===== src/rtl/cursor_ctrl.sv =====
// rtl/cursor_ctrl.sv - grid cursor controller with hold-delay auto-repeat and select/back pulses
module cursor_ctrl #(
  parameter int N_ROWS    = 8,
  parameter int N_COLS    = 16,
  parameter int DELAY_CYC = 50000000,
  parameter int RATE_CYC  = 10000000,
  parameter int WRAP      = 1
) (
  input  logic                      clk,
  input  logic                      reset,
  input  logic                      up,
  input  logic                      down,
  input  logic                      left,
  input  logic                      right,
  input  logic                      a,
  input  logic                      b,
  output logic [$clog2(N_ROWS)-1:0] row,
  output logic [$clog2(N_COLS)-1:0] col,
  output logic                      move_tick,
  output logic                      sel_tick,
  output logic                      back_tick,
  output logic                      repeating
);

  localparam int RW      = $clog2(N_ROWS);
  localparam int CLW     = $clog2(N_COLS);
  localparam int CNT_MAX = (DELAY_CYC > RATE_CYC) ? DELAY_CYC : RATE_CYC;
  localparam int CW      = $clog2(CNT_MAX);

  localparam logic [RW-1:0]  ROW_LAST = RW'(N_ROWS - 1);
  localparam logic [CLW-1:0] COL_LAST = CLW'(N_COLS - 1);
  localparam logic [CW-1:0]  DELAY_LD = CW'(DELAY_CYC - 1);
  localparam logic [CW-1:0]  RATE_LD  = CW'(RATE_CYC - 1);

  typedef enum logic [1:0] {IDLE, HOLD, REPEAT} state_t;
  typedef enum logic [1:0] {DIR_UP, DIR_DOWN, DIR_LEFT, DIR_RIGHT} dir_t;

  state_t        state;
  dir_t          dir;
  logic [CW-1:0] cnt;

  logic up_q, down_q, left_q, right_q, a_q, b_q, a_p, b_p;

  always_ff @(posedge clk or negedge reset) begin
    if (!reset) begin
      up_q      <= 1'b0;
      down_q    <= 1'b0;
      left_q    <= 1'b0;
      right_q   <= 1'b0;
      a_q       <= 1'b0;
      b_q       <= 1'b0;
      a_p       <= 1'b0;
      b_p       <= 1'b0;
      sel_tick  <= 1'b0;
      back_tick <= 1'b0;
    end else begin
      up_q      <= up;
      down_q    <= down;
      left_q    <= left;
      right_q   <= right;
      a_q       <= a;
      b_q       <= b;
      a_p       <= a_q;
      b_p       <= b_q;
      sel_tick  <= a_q & ~a_p;
      back_tick <= b_q & ~b_p;
    end
  end

  logic           any_key;
  logic           held;
  dir_t           pick;
  dir_t           step_dir;
  logic [RW-1:0]  step_row;
  logic [CLW-1:0] step_col;
  logic           moved;

  assign any_key = up_q | down_q | left_q | right_q;

  always_comb begin
    pick = DIR_RIGHT;
    if (up_q)        pick = DIR_UP;
    else if (down_q) pick = DIR_DOWN;
    else if (left_q) pick = DIR_LEFT;
  end

  always_comb begin
    held = 1'b0;
    case (dir)
      DIR_UP:    held = up_q;
      DIR_DOWN:  held = down_q;
      DIR_LEFT:  held = left_q;
      DIR_RIGHT: held = right_q;
      default:   held = 1'b0;
    endcase
  end

  // IDLE steps in the freshly picked direction; HOLD/REPEAT reuse the captured one.
  assign step_dir = (state == IDLE) ? pick : dir;

  always_comb begin
    step_row = row;
    step_col = col;
    case (step_dir)
      DIR_UP: begin
        if (row != '0)    step_row = row - 1'b1;
        else if (WRAP != 0) step_row = ROW_LAST;
      end
      DIR_DOWN: begin
        if (row != ROW_LAST) step_row = row + 1'b1;
        else if (WRAP != 0)  step_row = '0;
      end
      DIR_LEFT: begin
        if (col != '0)    step_col = col - 1'b1;
        else if (WRAP != 0) step_col = COL_LAST;
      end
      DIR_RIGHT: begin
        if (col != COL_LAST) step_col = col + 1'b1;
        else if (WRAP != 0)  step_col = '0;
      end
      default: begin
        step_row = row;
        step_col = col;
      end
    endcase
    moved = (step_row != row) || (step_col != col);
  end

  always_ff @(posedge clk or negedge reset) begin
    if (!reset) begin
      state     <= IDLE;
      dir       <= DIR_UP;
      cnt       <= '0;
      row       <= '0;
      col       <= '0;
      move_tick <= 1'b0;
      repeating <= 1'b0;
    end else begin
      move_tick <= 1'b0;
      case (state)
        IDLE: begin
          if (any_key) begin
            dir       <= pick;
            row       <= step_row;
            col       <= step_col;
            move_tick <= moved;
            cnt       <= DELAY_LD;
            state     <= HOLD;
          end
        end
        HOLD: begin
          if (!held) begin
            state <= IDLE;
          end else if (cnt == '0) begin
            row       <= step_row;
            col       <= step_col;
            move_tick <= moved;
            cnt       <= RATE_LD;
            state     <= REPEAT;
            repeating <= 1'b1;
          end else begin
            cnt <= cnt - 1'b1;
          end
        end
        REPEAT: begin
          if (!held) begin
            state     <= IDLE;
            repeating <= 1'b0;
          end else if (cnt == '0) begin
            row       <= step_row;
            col       <= step_col;
            move_tick <= moved;
            cnt       <= RATE_LD;
          end else begin
            cnt <= cnt - 1'b1;
          end
        end
        default: begin
          state     <= IDLE;
          repeating <= 1'b0;
        end
      endcase
    end
  end

endmodule


===== config.mk =====
export PLATFORM = sky130hd
export DESIGN_NAME = cursor_ctrl
export DESIGN_NICKNAME = d
export VERILOG_FILES = /design/src/rtl/cursor_ctrl.sv
export SDC_FILE = /design/constraint.sdc
export NUM_CORES = 1
export LEC_CHECK = 0
export ABC_AREA = 1
export BUFFER_PORTS_ARGS = -buffer_cell sky130_fd_sc_hd__buf_4
export CAP_MARGIN = 30
export CELL_PAD_IN_SITES_DETAIL_PLACEMENT = 2
export CELL_PAD_IN_SITES_GLOBAL_PLACEMENT = 2
export CORE_MARGIN = 3
export CORE_UTILIZATION = 38
export CTS_CLUSTER_SIZE = 25
export DETAILED_ROUTE_END_ITERATION = 10
export GPL_ROUTABILITY_DRIVEN = 0
export PLACE_DENSITY_LB_ADDON = 0.12
export SKIP_LAST_GASP = 1
export SYNTH_ARGS = -nofsm -noshare
export SYNTH_HDL_FRONTEND = slang
export SYNTH_SLANG_ARGS = --single-unit

===== constraint.sdc =====
create_clock -name clk -period 3.9 [get_ports clk]
set_clock_uncertainty 0.2 [all_clocks]
set_input_delay 0.39 -clock clk [delete_from_list [all_inputs] [get_ports clk]]
set_output_delay 0.39 -clock clk [all_outputs]
set_load 0.01 [all_outputs]

## Word level (Yosys, flattened, before mapping)

Index checks and enable logic that the tools add are counted.

| storage, ports and cells | value |
|---|---|
| register bits after elaboration | 49 |
| input bits | 8 |
| output and inout bits | 11 |
| word-level logic and storage cells | 99 |

| cells by class | value |
|---|---|
| add/subtract/negate cells | 5 |
| equality and inequality tests | 19 |
| muxes and demuxes | 36 |
| bitwise gates (word level) | 8 |
| reduce and logical (&&, ||, !) cells | 14 |

Operator list:

| cell | count |
|---|---|
| 26-bit two-way mux | 3 |
| 26-bit case mux with 2 select lines | 1 |
| 26-bit logical NOT | 1 |
| 26-bit by 1-bit subtractor with 26-bit output, second input constant | 1 |
| 4-bit two-way mux | 5 |
| 4-bit case mux with 2 select lines | 2 |
| 3-bit two-way mux | 5 |
| 2-bit two-way mux | 7 |
| 3-bit case mux with 2 select lines | 2 |
| 2-bit == test, second input constant | 5 |
| 2-bit != test, second input constant | 4 |
| 4-bit AND reduction | 2 |
| 1-bit two-way mux | 7 |
| 2-bit by 1-bit == test with 1-bit output, second input constant | 3 |
| 2-bit logical NOT | 3 |
| 3-bit != test, second input constant | 2 |
| 2-bit case mux with 3 select lines | 1 |
| 3-bit AND reduction | 2 |
| 4-bit by 1-bit adder with 4-bit output, second input constant | 1 |
| 2-bit by 1-bit != test with 1-bit output, second input constant | 2 |
| 4-bit != test | 1 |
| 4-bit != test, second input constant | 1 |
| 1-bit case mux with 4 select lines | 1 |
| 4-bit nonzero test | 1 |
| other kinds (14) | 19 |

## Longest topological paths before layout

| logic depth | value |
|---|---|
| depth in word-level cells | 11 |
| mapped depth | 14 |

## Least setup slack after synthesis

OpenSTA, ideal clock, no wires.

| timing path | value |
|---|---|
| kind | reg2reg |
| from | reg state[0] |
| to | reg move_tick |
| library setup time | 0.113 ns |
| arrival time | 1.629 ns |
| data required time | 3.587 ns |
| setup slack | 1.959 ns |
| cell stages (with the launch flop) | 15 |
| period minus slack after synthesis | 1.941 ns |
| cell sequence | dfrtp_1 > inv_1 > ha_1 > clkbuf_2 > inv_1 > nand2_1 > nand2_1 > buf_2 > nand3_1 > nand3_1 > nor2_1 > nor2_1 > nand4_1 > nand2_1 > inv_1 |

| on the way | value |
|---|---|
| cells in the longest elaborated chain, start to end | 9 |
| elaborated cells on any way between the ends | 18 |
| those cells by class | eq/ne (7); mux (7); reduce/logical (4) |

Ends and longest elaborated chain:

| what | RTL line | text |
|---|---|---|
| from (decl) | 38 | `state_t state;` |
| from (signal assigned) | 131 | `state <= IDLE;` |
| from (signal assigned) | 148 | `state <= HOLD;` |
| from (signal assigned) | 153 | `state <= IDLE;` |
| 2-bit logical NOT | 99, 140 |  |
| 2-bit two-way mux | 99 | `assign step_dir = (state == IDLE) ? pick : dir;` |
| 2-bit == test, or another cell as far along | 104 | `case (step_dir)` |
| 4-bit case mux with 2 select lines / 3-bit case mux with 2 select lines (equally long branches) | 104 |  |
| 4-bit != test / 3-bit != test (equally long branches) | 126 | `moved = (step_row != row) \|\| (step_col != col);` |
| 1-bit logical OR | 126 |  |
| 1-bit two-way mux | 154, 169 |  |
| 1-bit two-way mux | 166 | `if (!held) begin` |
| 1-bit case mux with 2 select lines (*) | 140 | `case (state)` |
| to (signal assigned) | 146 | `move_tick <= moved;` |
| to (signal assigned) | 157 | `move_tick <= moved;` |
| to (signal assigned) | 172 | `move_tick <= moved;` |
| to (decl) | 19 | `output logic move_tick,` |

Mark *: on every way between the ends. The rest lies on a longest branch, timed or not.
A chain may end at the register's enable or synchronous reset.

## Worst setup path in the final report

| timing path | value |
|---|---|
| from | reg state[0] |
| to | reg col[0] |

| on the way | value |
|---|---|
| cells in the longest elaborated chain, start to end | 7 |
| elaborated cells on any way between the ends | 17 |
| those cells by class | eq/ne (7); mux (6); reduce/logical (4) |

Ends and longest elaborated chain:

| what | RTL line | text |
|---|---|---|
| 2-bit logical NOT | 99, 140 |  |
| 2-bit two-way mux | 99 |  |
| 2-bit == test | 104 |  |
| 4-bit case mux with 2 select lines | 104 |  |
| 4-bit two-way mux | 154, 169 |  |
| 4-bit two-way mux | 166 |  |
| 4-bit case mux with 2 select lines | 140 |  |
| to (signal assigned) | 145 | `col <= step_col;` |
| to (signal assigned) | 156 | `col <= step_col;` |
| to (signal assigned) | 171 | `col <= step_col;` |
| to (decl) | 18 | `output logic [$clog2(N_COLS)-1:0] col,` |

Parallel ways exist; a longest one is shown, timed or not. The select of a mux whose other input is x is not followed.

==> impl_summary.log <==
[metrics] FF-to-FF setup slack: 1.27 ns
[metrics] number of flops mapped to enable cells by yosys: 0
[metrics] Synth Flop Type: sky130_fd_sc_hd__dfrtp_1
[metrics] DIE HEIGHT: 95.5 um
[metrics] worst relative slew slack: 52.2%
[metrics] count of placed standard cells including taps: 517
[metrics] RSZ-0062 raised after global routing: no
[metrics] sequential element share of the synthesized area: 40.3%
[metrics] average wire length per cell after detail routing: 16.8 um
[metrics] worst reg2reg path depth: 9
[metrics] measured slew at the worst slew-check pin: 0.715 ns
[metrics] number of DRC violations after detailed-routing iteration 0: 76
[metrics] area delta synth->final: 13.9%
[metrics] vias after detailed routing: 2773
[metrics] worst slack at placement: 1.27 ns
[metrics] period utilization: 67.4%
[metrics] Overflow after GRT: 0
[metrics] cell taking the most area after synthesis: sky130_fd_sc_hd__dfrtp_1
[metrics] number of clock sinks seen by CTS: 49
[metrics] post-detailed-route via-to-cell ratio: 5.21
[metrics] Die Footprint: 0.00912 mm^2
[metrics] class of the most critical hold timing path: flip-flop to flip-flop
[metrics] total length of routed wires: 8920 um
[metrics] kind of start point of the critical path: flip-flop
[metrics] clock insertion delay at the later pin of the skew report: 0.31 ns
[metrics] reg-to-reg critical path endpoint: col[0]
[metrics] Final nets: 449
[metrics] Setup TNS Final: 0 ns
[metrics] post-synthesis instance area: 0.00304 mm^2
[metrics] post-synthesis cell type count: 33
[metrics] number of gates resized after CTS: 0
[metrics] number of antenna violations at the first check in global routing: 0
[metrics] Synth Instances: 403
[metrics] Worst EP arrival: 2.60 ns
[metrics] Std-Cell Core Area: 0.00777 mm^2
[metrics] hold wc startpoint: b_q
[metrics] number of setup violations in the final report: 0
[metrics] Leak Pwr: 0.00164 uW
[metrics] Hold EP: b_p
[metrics] number of buffers created by CTS: 5
[metrics] Post-DP Area: 0.00326 mm^2
[metrics] global-route wire length before repair: 15400 um
[metrics] Final Instance Area: 0.00347 mm^2
[metrics] final setup slack of the worst path: 1.27 ns
[metrics] Pins Over Slew Limit: 0
[metrics] Clk Tree Root Cell: sky130_fd_sc_hd__clkbuf_8
[metrics] filler-free cell count of the finished design: 532
[metrics] Data required, critical path: 3.87 ns
[metrics] fraction of synthesized cell area taken by the top area cell type: 40.3%
[metrics] min cycle time layout: 2.63 ns
[metrics] vias in the first global route: 3109
[metrics] number of buffers inserted for hold repair after clock tree synthesis: 7
[metrics] Total Routing Usage GR: 21.6%
[metrics] Filler cells: 928
[metrics] die width: 95.5 um
[metrics] Initial Utilization: 39.2%
[metrics] cell types with the largest area share after synthesis: sky130_fd_sc_hd__dfrtp_1 (40%), sky130_fd_sc_hd__nand2_1 (9.7%), sky130_fd_sc_hd__nand3_1 (7.6%), sky130_fd_sc_hd__inv_1 (6.5%), sky130_fd_sc_hd__nor2_1 (6.5%)
[metrics] remaining antenna violation count after routing: 0
[metrics] count of antenna diodes in the layout: 0
[metrics] async set-or-reset flop fraction in the synthesized netlist: 100%
[metrics] count of max-cap constraint violations: 0
[metrics] total number of H-tree levels: 2
[metrics] Synth Warn #: 0
[metrics] TritonCTS clock tree: yes
[metrics] port bufs: 18
[metrics] row count: 32
[metrics] worst reg2reg startpoint: state[0]
[metrics] fraction of final layout cells sized beyond drive strength 1: 11.6%
[metrics] Detail Placement HPWL: 6790 um
[metrics] fmax: 380 MHz
[metrics] Net Count, Synth: 423
[metrics] critical path class: flip-flop to flip-flop
[metrics] post-synthesis average cell area: 7.55 um^2
[metrics] Worst-path clk slew: 0.10 ns
[metrics] CP max FO: 11
[metrics] Residual DRC: 0
[metrics] worst hold path cell count: 0
[metrics] drt pass-1 iters: 4
[metrics] number of buffers inserted to repair setup after CTS: 0
[metrics] worst-case vdd ir drop: 0.404 mV
[metrics] category of the worst setup path capture point: flip-flop
[metrics] total I/O pin count: 19
[metrics] PwrDens: 723 mW/mm^2
[metrics] pin count of the biggest net entering global routing: 50
[metrics] flop and latch count out of synthesis: 49
[metrics] outcome: finished, final reports clean
[metrics] hold slack: 0.184 ns
[metrics] Max Root-Sink Buffers: 2
[metrics] number of failing hold endpoints at the final stage: 0
## metal layers
metal | up-vias | track usage (%) | wire length [um]
met4 | 0 | 4.50 | 133
met5 | - | 0 | 0
met1 | 1374 | 27.9 | 4080
met3 | 12 | 2.45 | 151
met2 | 29 | 38.7 | 4560
li1 | 1358 | - | -
## worst max-delay path: stages (launching register included)
cell and delay [ns]:
sky130_fd_sc_hd__dfrtp_1 0.41, sky130_fd_sc_hd__inv_1 0.14, sky130_fd_sc_hd__ha_1 0.32, sky130_fd_sc_hd__o21ai_0 0.15
sky130_fd_sc_hd__nand2_1 0.31, sky130_fd_sc_hd__clkinv_1 0.35, sky130_fd_sc_hd__nand2_1 0.25, sky130_fd_sc_hd__o21ai_0 0.11
sky130_fd_sc_hd__o21ai_0 0.18, sky130_fd_sc_hd__o21ai_1 0.09
## power breakdown
| part | switching, uW | total, uW | internal [uW] |
|---|---|---|---|
| clock network | 187 | 442 | 255 |
| registers | 101 | 703 | 602 |
| logic | 937 | 1360 | 426 |
## worst max-delay path by stage
stage	cells after the start	slack (ns)	start	to
2_1_floorplan	14	1.96	state[0]	move_tick
6_report	9	1.27	state[0]	col[0]
5_1_grt	9	0.99	state[0]	col[0]
3_3_place_gp	9	1.40	state[0]	col[0]
4_1_cts	9	1.25	state[0]	col[0]
3_5_place_dp	9	1.27	state[0]	col[0]
## kinds of logic (layout without fill, tap and decap cells)
kind of cell / count (synthesis) / count (layout) / synth area share [%]
buffers and inverters: 62 / 89 / 8.39
adder cells (fa/ha/maj): 12 / 12 / 4.93
flip-flops: 49 / 49 / 40.3
XOR/XNOR: 12 / 12 / 3.45
AND/OR/NAND/NOR: 210 / 210 / 31.9
AO/OA/AOI/OAI: 58 / 58 / 11.1
## cells in the mapped netlist, types with 2 or more instances
library cell,count
sky130_fd_sc_hd__dfrtp_1,49
sky130_fd_sc_hd__xor2_1,11
sky130_fd_sc_hd__o21ai_0,24
sky130_fd_sc_hd__a22oi_1,4
sky130_fd_sc_hd__inv_1,53
sky130_fd_sc_hd__buf_2,3
sky130_fd_sc_hd__nand2_1,79
sky130_fd_sc_hd__a21oi_1,15
sky130_fd_sc_hd__nand4_1,13
sky130_fd_sc_hd__nor2_1,53
sky130_fd_sc_hd__nor2_2,5
sky130_fd_sc_hd__buf_6,2
sky130_fd_sc_hd__nand2_2,3
sky130_fd_sc_hd__ha_1,12
sky130_fd_sc_hd__nand3_1,46
sky130_fd_sc_hd__o21ai_2,6
sky130_fd_sc_hd__o21ai_1,4
sky130_fd_sc_hd__nor2_4,6
## per-stage QoR
stage | power [uW] | utilization (%)
floorplan | 1730 | -
global placement | 2010 | 42.0
detailed placement | 2090 | 42.0
CTS | 2560 | 44.6
global route | 2780 | 44.6
finish | 2510 | 44.6
## flip-flops by register name, indices dropped and copies added (netlist names)
name       flops
up_q           1
col            4
sel_tick       1
state          2
a_p            1
back_tick      1
a_q            1
dir            2
b_q            1
left_q         1
repeating      1
row            3
b_p            1
down_q         1
cnt           26
move_tick      1
right_q        1
## cells in the final DEF, fill, tap and decap left out, types with 2 or more instances in the layout
cell                            count
sky130_fd_sc_hd__nand2_1           79
sky130_fd_sc_hd__inv_1             53
sky130_fd_sc_hd__nor2_1            53
sky130_fd_sc_hd__dfrtp_1           49
sky130_fd_sc_hd__nand3_1           46
sky130_fd_sc_hd__o21ai_0           24
sky130_fd_sc_hd__buf_4             18
sky130_fd_sc_hd__a21oi_1           15
sky130_fd_sc_hd__nand4_1           13
sky130_fd_sc_hd__ha_1              12
sky130_fd_sc_hd__xor2_1            11
sky130_fd_sc_hd__dlygate4sd3_1      7
sky130_fd_sc_hd__nor2_4             6
sky130_fd_sc_hd__o21ai_2            6
sky130_fd_sc_hd__nor2_2             5
sky130_fd_sc_hd__clkbuf_8           5
sky130_fd_sc_hd__a22oi_1            4
sky130_fd_sc_hd__o21ai_1            4
sky130_fd_sc_hd__nand2_2            3
sky130_fd_sc_hd__bufinv_16          2
## cell type report
class                           instances  area [um^2]  area share, %
Inverter                               56          213           6.13
Clock inverter                          3         65.1           1.88
Multi-Input combinational cell        292         1560           45.0
Sequential cell                        49         1230           35.4
Tap cell                              102          128           3.68
Timing Repair Buffer                   25          205           5.92
Clock buffer                            5         68.8           1.98
No activity file was read; power rests on OpenSTA's default activity.
